[src/rtl/network_pkg.sv]
`default_nettype none
// ============================================================================
// Module   : network_pkg
// Purpose  : Shared sequencer state type and network-level defaults.
// Revision : 1.0 - initial release
// ============================================================================
package network_pkg;

  localparam int c_DEFAULT_N_LAYERS = 4;
  localparam int c_DEFAULT_TIMEOUT  = 1023;

  typedef enum logic [2:0] {
    ST_IDLE       = 3'd0,
    ST_TICK_LSB   = 3'd1,
    ST_RST_CONV   = 3'd2,
    ST_RUN_CONV   = 3'd3,
    ST_TICK_CACHE = 3'd4,
    ST_LATCH_OUT  = 3'd5
  } seq_state_t;

endpackage
`default_nettype wire

[src/rtl/edge_detect.sv]
`default_nettype none
// ============================================================================
// Module   : edge_detect
// Purpose  : Registered rising-edge detector with async active-low reset.
// Revision : 1.0 - initial release
// ============================================================================
module edge_detect (
  input  logic clk,
  input  logic rst,
  input  logic din,
  output logic rise
);

  logic r_prev;

  always_ff @(posedge clk or negedge rst) begin
    if (!rst) r_prev <= 1'b0;
    else      r_prev <= din;
  end

  assign rise = din & ~r_prev;

endmodule
`default_nettype wire

[src/rtl/layer_sequencer.sv]
`default_nettype none
// ============================================================================
// Module   : layer_sequencer
// Purpose  : Per-sample scheduler stepping the conv1d layers of the network.
// Revision : 1.0 - initial release
// ============================================================================
module layer_sequencer
  import network_pkg::*;
#(
  parameter int N_LAYERS = c_DEFAULT_N_LAYERS,
  parameter int TIMEOUT  = c_DEFAULT_TIMEOUT,
  parameter int CW       = 16
) (
  input  logic                        clk,
  input  logic                        rst,
  input  logic                        sample_clk,
  input  logic [N_LAYERS-1:0]         conv_out_v,
  input  logic                        clear_flags,
  output logic                        lsb_tick,
  output logic [N_LAYERS-1:0]         conv_rst,
  output logic [N_LAYERS-2:0]         cache_tick,
  output logic                        out_latch,
  output logic                        busy,
  output logic [$clog2(N_LAYERS)-1:0] layer,
  output logic                        overrun,
  output logic                        timeout,
  output logic [CW-1:0]               overrun_cnt,
  output logic [CW-1:0]               cycles_last
);

  localparam int              c_LW      = $clog2(N_LAYERS);
  localparam int              c_RW      = $clog2(TIMEOUT + 1);
  localparam logic [c_LW-1:0] c_LAST    = c_LW'(N_LAYERS - 1);
  localparam logic [c_RW-1:0] c_TO_LAST = c_RW'(TIMEOUT - 1);
  localparam logic [CW-1:0]   c_SAT     = '1;

  seq_state_t        r_state;
  seq_state_t        w_next;
  logic [c_LW-1:0]   r_layer;
  logic [c_RW-1:0]   r_run_cnt;
  logic [CW-1:0]     r_pass_cnt;
  logic [CW-1:0]     r_ovr_cnt;
  logic [CW-1:0]     r_cycles_last;
  logic              r_overrun;
  logic              r_timeout;
  logic              w_edge;
  logic              w_valid;
  logic              w_abort;
  logic              w_ovr;

  edge_detect u_edge (
    .clk  (clk),
    .rst  (rst),
    .din  (sample_clk),
    .rise (w_edge)
  );

  // The first RUN_CONV cycle may still see the previous pass's valid.
  assign w_valid = (r_run_cnt != '0) && conv_out_v[r_layer];
  assign w_abort = (r_state == ST_RUN_CONV) && !w_valid && (r_run_cnt == c_TO_LAST);
  assign w_ovr   = w_edge && (r_state != ST_IDLE);

  always_comb begin
    w_next = r_state;
    case (r_state)
      ST_IDLE:       if (w_edge) w_next = ST_TICK_LSB;
      ST_TICK_LSB:   w_next = ST_RST_CONV;
      ST_RST_CONV:   w_next = ST_RUN_CONV;
      ST_RUN_CONV: begin
        if (w_valid)      w_next = (r_layer == c_LAST) ? ST_LATCH_OUT : ST_TICK_CACHE;
        else if (w_abort) w_next = ST_IDLE;
      end
      ST_TICK_CACHE: w_next = ST_RST_CONV;
      ST_LATCH_OUT:  w_next = ST_IDLE;
      default:       w_next = ST_IDLE;
    endcase
  end

  always_ff @(posedge clk or negedge rst) begin
    if (!rst) begin
      r_state       <= ST_IDLE;
      r_layer       <= '0;
      r_run_cnt     <= '0;
      r_pass_cnt    <= '0;
      r_cycles_last <= '0;
    end else begin
      r_state <= w_next;

      if (r_state == ST_TICK_LSB)        r_layer <= '0;
      else if (r_state == ST_TICK_CACHE) r_layer <= r_layer + 1'b1;

      if (r_state == ST_RST_CONV)        r_run_cnt <= '0;
      else if (r_state == ST_RUN_CONV)   r_run_cnt <= r_run_cnt + 1'b1;

      // Counts TICK_LSB as cycle 1 so LATCH_OUT reads the full pass length.
      if (r_state == ST_IDLE) begin
        if (w_edge) r_pass_cnt <= CW'(1);
      end else if (r_pass_cnt != c_SAT) begin
        r_pass_cnt <= r_pass_cnt + 1'b1;
      end

      if (r_state == ST_LATCH_OUT) r_cycles_last <= r_pass_cnt;
    end
  end

  always_ff @(posedge clk or negedge rst) begin
    if (!rst) begin
      r_overrun <= 1'b0;
      r_timeout <= 1'b0;
      r_ovr_cnt <= '0;
    end else if (clear_flags) begin
      r_overrun <= 1'b0;
      r_timeout <= 1'b0;
      r_ovr_cnt <= '0;
    end else begin
      if (w_abort) r_timeout <= 1'b1;
      if (w_ovr) begin
        r_overrun <= 1'b1;
        if (r_ovr_cnt != c_SAT) r_ovr_cnt <= r_ovr_cnt + 1'b1;
      end
    end
  end

  for (genvar k = 0; k < N_LAYERS; k++) begin : g_conv_rst
    assign conv_rst[k] = (r_state == ST_RST_CONV) && (r_layer == c_LW'(k));
  end

  for (genvar k = 0; k < N_LAYERS - 1; k++) begin : g_cache_tick
    assign cache_tick[k] = (r_state == ST_TICK_CACHE) && (r_layer == c_LW'(k));
  end

  assign lsb_tick    = (r_state == ST_TICK_LSB);
  assign out_latch   = (r_state == ST_LATCH_OUT);
  assign busy        = (r_state != ST_IDLE);
  assign layer       = r_layer;
  assign overrun     = r_overrun;
  assign timeout     = r_timeout;
  assign overrun_cnt = r_ovr_cnt;
  assign cycles_last = r_cycles_last;

endmodule
`default_nettype wire

[config.mk]
export PLATFORM = sky130hd
export DESIGN_NAME = layer_sequencer
export DESIGN_NICKNAME = d
export VERILOG_FILES = /design/src/rtl/network_pkg.sv /design/src/rtl/edge_detect.sv /design/src/rtl/layer_sequencer.sv
export SDC_FILE = /design/constraint.sdc
export NUM_CORES = 1
export LEC_CHECK = 0
export CORE_MARGIN = 2
export CORE_UTILIZATION = 49
export DETAILED_ROUTE_END_ITERATION = 8
export PLACE_DENSITY_LB_ADDON = 0.2
export SLEW_MARGIN = 0
export SYNTH_ARGS = -nofsm -noshare
export SYNTH_HDL_FRONTEND = slang
export SYNTH_SLANG_ARGS = --single-unit
[constraint.sdc]
create_clock -name clk -period 1.7 [get_ports clk]
set_input_delay 0.255 -clock clk [delete_from_list [all_inputs] [get_ports clk]]
set_output_delay 0.255 -clock clk [all_outputs]
set_load 0.02 [all_outputs]
==> results.json, run 1 <==
{
  "rsz0062_at_grt": "yes",
  "grt_max_degree": 32,
  "yosysWarnings": 0,
  "antenna_found_initial": 0,
  "crit_arrival_ns": 2.00,
  "start_util_pct": 50.6,
  "status": "finished, violations left",
  "area_growth_pct": 52.2,
  "synthesis.nets": 364,
  "diodes": 0,
  "worstPathCellList": "buf_6 -> nor3_4 -> inv_2 -> a21oi_2 -> buf_4 -> or4b_4 -> mux2i_1 -> nor2_1",
  "path_buf_inv": 3,
  "synth_seq_cells": 66,
  "drcViolationCount": 0,
  "ioPinCount": 54,
  "cp-start-kind": "flip-flop",
  "synth_ff_type": "dfrtp_1",
  "numPortBuffers": 53,
  "max_cap_viol_count": 0,
  "cp.depth": 8,
  "dieHeight_um": 87.6,
  "gp_congestion": 0.853,
  "rr_worst_depth": 8,
  "clock_latency_ns": 0.34,
  "synth_area_um2": 3420,
  "path_clk_slew_ns": 0.08,
  "p_leak_nw": 2.52,
  "clockBufferDepth": 2,
  "synthArstFlopShare_pct": 100,
  "fmax_ghz": 0.565,
  "dpl_cell_area_um2": 4680,
  "layout_common_cells": "buf_4 (91), dfrtp_1 (52), nand2_1 (32)",
  "ir_drop_v": 0.000864,
  "drtPass1Iterations": 4,
  "grtUsageTotal_pct": 24.7,
  "max-slew-margin-rel_pct": 69.8,
  "grt.overflow.total": 0,
  "cts_tree": "yes",
  "die_x_um": 87.6,
  "crit_family": "simple AND/OR/NAND/NOR gates",
  "fin_area_um2": 5210,
  "hold_viol_final": 0,
  "power.density_nw_per_um2": 1370,
  "hpwl_um": 6400,
  "final_common_cell": "buf_4",
  "crit_required_ns": 1.93,
  "skew_ns": 0.00995,
  "tightest_slew_ns": 0.453,
  "path_max_fanout": 11,
  "routed_wl_um": 9630,
  "antenna_left": 0,
  "timing.final.crit_period_ns": 1.77,
  "min_path_cells": 1,
  "synthDistinctLibCells": 51,
  "drt_iter0_markers": 238,
  "cts_buffers": 9,
  "drive_gt1_share_pct": 39.2,
  "end_kind": "flip-flop",
  "avgSynthCellArea_um2": 9.86,
  "core_area_um2": 6760,
  "dieArea_um2": 7670,
  "h-tree-depth": 3,
  "worstSetupPathType": "flip-flop to flip-flop",
  "fin_crit_sh_pct": 104,
  "grt_pass1_vias": 3189,
  "vias_per_cell": 5.79,
  "tns_ns": -0.264,
  "drt-wirelength-per-cell_um": 16.7,
  "clock_sinks": 66,
  "hp-class": "primary input to flip-flop",
  "violations": "negative setup slack",
  "slew_violations": 0,
  "grt_pass1_wl_um": 14900,
  "setup_viol": 8,
  "vias": 3345,
  "num-nets-final": 510,
  "syn_inst": 347,
  "synth_edf_count": 0,
  "critPathMaxStageDelay_ns": 0.54,
  "yosysSeqAreaShare_pct": 48.3,
  "layout_setup_ws_ns": -0.0713,
  "critPathSlowestCell": "or4b_4",
  "holdWs_ns": 0.153,
  "rows": 30,
  "cts-root-buf": "clkbuf_8"
}
==> cells by family after synthesis <==
group                      after synthesis  share of synthesized area [%]
AOI/OAI and AO/OA                       80                           15.3
xor gates and xnor gates                 8                           2.05
adders and majority gates                9                           3.29
buffers and inverters                   23                           2.67
DFF                                     66                           48.3
muxes                                   20                           6.84
and+or+nand+nor                        141                           21.6
==> Yosys cell counts, types with 6 or more instances <==
cell type	number	share of area, %
a21oi_1	14	2.0
a31oi_1	7	1.3
and2_1	8	1.5
and3_1	6	1.1
clkbuf_1	9	0.99
dfrtp_1	66	48
ha_1	9	3.3
inv_1	10	1.1
mux2_2	17	5.6
nand2_1	34	3.7
nand2b_1	7	1.3
nand3_1	16	2.3
nand4_1	8	1.5
nor2_1	29	3.2
nor4_1	6	1.1
o21ai_0	24	3.5
xnor2_1	6	1.5
==> final timing paths <==
path                                         to      startpoint  slack (ns)
worst min-delay path              u_edge.r_prev      sample_clk        0.15
worst max register to register  overrun_cnt[11]      r_state[2]       -0.07
min in group asynchronous         r_pass_cnt[3]             rst        0.38
worst max-delay path            overrun_cnt[11]      r_state[2]       -0.07
worst min register to register   cycles_last[8]  cycles_last[8]        0.51
max in group asynchronous          r_run_cnt[0]             rst        0.75
==> through the flow <==
step	setup WS (ns)	std cells	power (W)	util, %
final	-0.0713	578	0.00711	77.1
after global routing	-0.138	578	0.00748	77.1
after CTS	-0.0815	571	0.00685	74.2
after detailed placement	-0.455	549	0.00510	69.3
after global placement	-0.398	549	0.00498	69.3
after floorplan	-0.0955	347	0.00374	-
==> layer usage <==
layer | wire length, um | GRT usage (%)
met5 | 0 | 0
met4 | 121 | 6.85
met3 | 562 | 5.09
met2 | 4860 | 41.0
met1 | 4090 | 32.9
==> timing repair <==
| item | in CTS | in global routing |
|---|---|---|
| gates resized for setup | 71 | 48 |
| setup buffers | 4 | 7 |
| cloned | 1 | 0 |
| endpoints found under the setup margin | 40 | 43 |
| pin swaps | 4 | 6 |
| hold buffers | 1 | 0 |
| hold endpoints to repair | 15 | 0 |
==> flip-flops by register name, summed over array words and instances (netlist names) <==
signal	cells
cycles_last	16
u_edge.r_prev	1
layer	2
timeout	1
r_pass_cnt	16
r_run_cnt	10
overrun	1
r_state	3
overrun_cnt	16
==> layout make-up <==
type	instances	area (um^2)
multi-input cells	259	1920
flip-flops and latches	66	1670
fillers	433	1550
repair buffers	147	1230
clock buffers	10	138
clock inverters	6	114
well taps	80	100
inverters	10	37.5
==> power by group <==
group	leakage [nW]	internal (W)	switching, W
combinational	1.54	0.00155	0.00165
sequential	0.857	0.00195	0.000312
clock	0.119	0.00102	0.000640
Power figures use the tool's default switching activity.
==> run 2, diff against run 1 <==
--- a/config.mk
+++ b/config.mk
@@ -7,8 +7,10 @@
 export LEC_CHECK = 0
 export CORE_MARGIN = 2
 export CORE_UTILIZATION = 49
+export CTS_BUF_LIST = sky130_fd_sc_hd__clkbuf_16
 export DETAILED_ROUTE_END_ITERATION = 8
-export PLACE_DENSITY_LB_ADDON = 0.2
+export PLACE_DENSITY = 0.8
+export SETUP_SLACK_MARGIN = 0.1
 export SLEW_MARGIN = 0
 export SYNTH_ARGS = -nofsm -noshare
 export SYNTH_HDL_FRONTEND = slang
==> run 2 against run 1 <==
Compared with the run above:
- the run still ends with negative setup slack left
- wire length grew 21%
- core utilization grew 4.2 points
- critical path depth shrank 2
- worst hold slack gained 0.026 ns
- worst setup slack lost 0.078 ns
- via count grew 7.7%
- sequential cell count is the same
- first-iteration DRC count grew 13%
- combinational power grew 7.8%
- clock-buffer cell count shrank 1
- global-route usage grew 2.9 points
- critical path type unchanged
- highest routed layer unchanged
==> results.json, run 2 (synthesized netlist as in run 1, its figures left out) <==
{
  "core_area_um2": 6760,
  "h-tree-depth": 3,
  "power.density_nw_per_um2": 1410,
  "critPathSlowestCell": "or4_4",
  "hold_viol_final": 0,
  "status": "finished, violations left",
  "cts_tree": "yes",
  "path_buf_inv": 1,
  "max-slew-margin-rel_pct": 71.5,
  "rr_startpoint": "r_state[1]",
  "pwr-share-clk_pct": 26.0,
  "power.switching_w": 0.00289,
  "stdcell_count": 583,
  "start_util_pct": 50.6,
  "seqCellArea_um2": 1670,
  "multi_input_area_um2": 2050,
  "layout_common_cells": "buf_4 (93), dfrtp_1 (51), nand2_1 (29)",
  "crit_family": "simple AND/OR/NAND/NOR gates",
  "p_int_w": 0.00487,
  "dieArea_um2": 7670,
  "rr_endpoint": "overrun_cnt[14]",
  "rr_worst_depth": 6,
  "skew_ns": 0.00924,
  "grtUsageTotal_pct": 27.6,
  "clock_latency_ns": 0.34,
  "die_x_um": 87.6,
  "grt_pass1_vias": 3415,
  "critPathMaxStageDelay_ns": 0.56,
  "area_growth_pct": 60.6,
  "layout_setup_ws_ns": -0.149,
  "ioPinCount": 54,
  "timing.final.crit_period_ns": 1.85,
  "drtPass1Iterations": 5,
  "crit_required_ns": 1.95,
  "diodes": 0,
  "cp-start-kind": "flip-flop",
  "dieHeight_um": 87.6,
  "swShare_pct": 37.2,
  "rsz0062_at_grt": "yes",
  "end_kind": "flip-flop",
  "worstHoldEndpoint": "u_edge.r_prev",
  "seq_power_share_pct": 29.7,
  "p_comb_share_pct": 44.3,
  "p_total_w": 0.00776,
  "p_leak_nw": 2.58,
  "drt-wirelength-per-cell_um": 19.9,
  "grt_pass1_wl_um": 16400,
  "hp-class": "primary input to flip-flop",
  "dpl.cell_count": 541,
  "min_from": "sample_clk",
  "fin_crit_sh_pct": 109,
  "clockBufferDepth": 2,
  "clock_sinks": 66,
  "tightest_slew_ns": 0.422,
  "r2r_setup_slack_ns": -0.15,
  "n_fill_cell": 369,
  "slew_violations": 0,
  "gp_congestion": 0.871,
  "final_common_cell": "buf_4",
  "ir_drop_v": 0.000738,
  "worstPathCellList": "nor3_4 -> inv_2 -> a21oi_4 -> or4_4 -> or3_1 -> a21oi_1",
  "antenna_left": 0,
  "antenna_found_initial": 0,
  "grt_max_degree": 67,
  "num-nets-final": 515,
  "routed_wl_um": 11600,
  "rows": 30,
  "drive_gt1_share_pct": 43.5,
  "numPortBuffers": 53,
  "cts-root-buf": "clkbuf_16",
  "setup_viol": 7,
  "violations": "negative setup slack",
  "max_cap_viol_count": 0,
  "crit_arrival_ns": 2.10,
  "hpwl_um": 6240,
  "path_max_fanout": 7,
  "worstSetupPathType": "flip-flop to flip-flop",
  "drcViolationCount": 0,
  "path_clk_slew_ns": 0.06,
  "cts_buffers": 9,
  "grt.overflow.total": 0,
  "vias_per_cell": 6.18,
  "fmax_ghz": 0.541,
  "drt_iter0_markers": 268,
  "min_path_cells": 1,
  "vias": 3602
}
[run 2: cell types whose count changed in the layout (fill, tap and decap cells not counted), sizes merged, moves of 4 or more]
| cell | previous run | this run |
|---|---|---|
| dlymetal6s2s | 7 | 2 |
| clkdlybuf4s50 | 24 | 20 |
| buf | 104 | 109 |
| dlygate4sd2 | 11 | 20 |
[run 2: power by group through the flow]
stage	Clock [W]	Sequential, W	Combinational, W
after detailed placement	0	0.00229	0.00288
after global routing	0.00210	0.00234	0.00369
final	0.00202	0.00231	0.00344
after CTS	0.00202	0.00229	0.00302
after global placement	0	0.00226	0.00277
after floorplan	0	0.00250	0.00131
[run 2: through the flow]
stage	utilization [%]	area (um^2)	hold slack (ns)	setup TNS, ns	setup slack, ns
final	81.3	5490	0.179	-0.280	-0.149
after detailed placement	69.1	4670	0.300	-7.70	-0.492
after CTS	75.8	5120	0.181	-0.0645	-0.0474
after global placement	69.1	4670	0.296	-6.22	-0.408
after global routing	81.3	5490	0.204	-1.03	-0.175
after floorplan	-	3560	-0.0406	-0.0636	-0.0632
[run 2: what timing repair did]
item / 4_1_cts / 5_1_grt
endpoints found under the setup margin: 62 / 59
hold buffers: 1 / 0
setup buffers: 8 / 17
hold endpoints to repair: 66 / 0
resized for setup: 95 / 54
pin swaps: 18 / 33
cloned: 0 / 0
[run 2: worst max-delay path by stage]
stage | startpoint | cells after the start | endpoint
floorplan | overrun_cnt[7] | 5 | overrun_cnt[14]
global placement | sample_clk | 6 | overrun_cnt[14]
detailed placement | sample_clk | 6 | overrun_cnt[14]
CTS | r_state[1] | 6 | overrun_cnt[14]
global route | r_state[1] | 6 | overrun_cnt[14]
finish | r_state[1] | 6 | overrun_cnt[14]
[run 2: layout make-up]
cell class | count | share of cell area (%)
sequential | 66 | 30.4
multi-input combinational | 258 | 37.4
timing repair buffer | 153 | 23.9
tap | 80 | 1.82
inverter | 10 | 0.683
clock inverter | 7 | 1.69
clock buffer | 9 | 4.10
[run 2: per-layer routing]
layer	track usage, %	up-vias	part of all wire, %
met5	0	-	0
met4	13.0	0	4.0
met3	4.34	53	6.9
met2	46.3	192	51
met1	35.1	1771	38
li1	-	1586	-
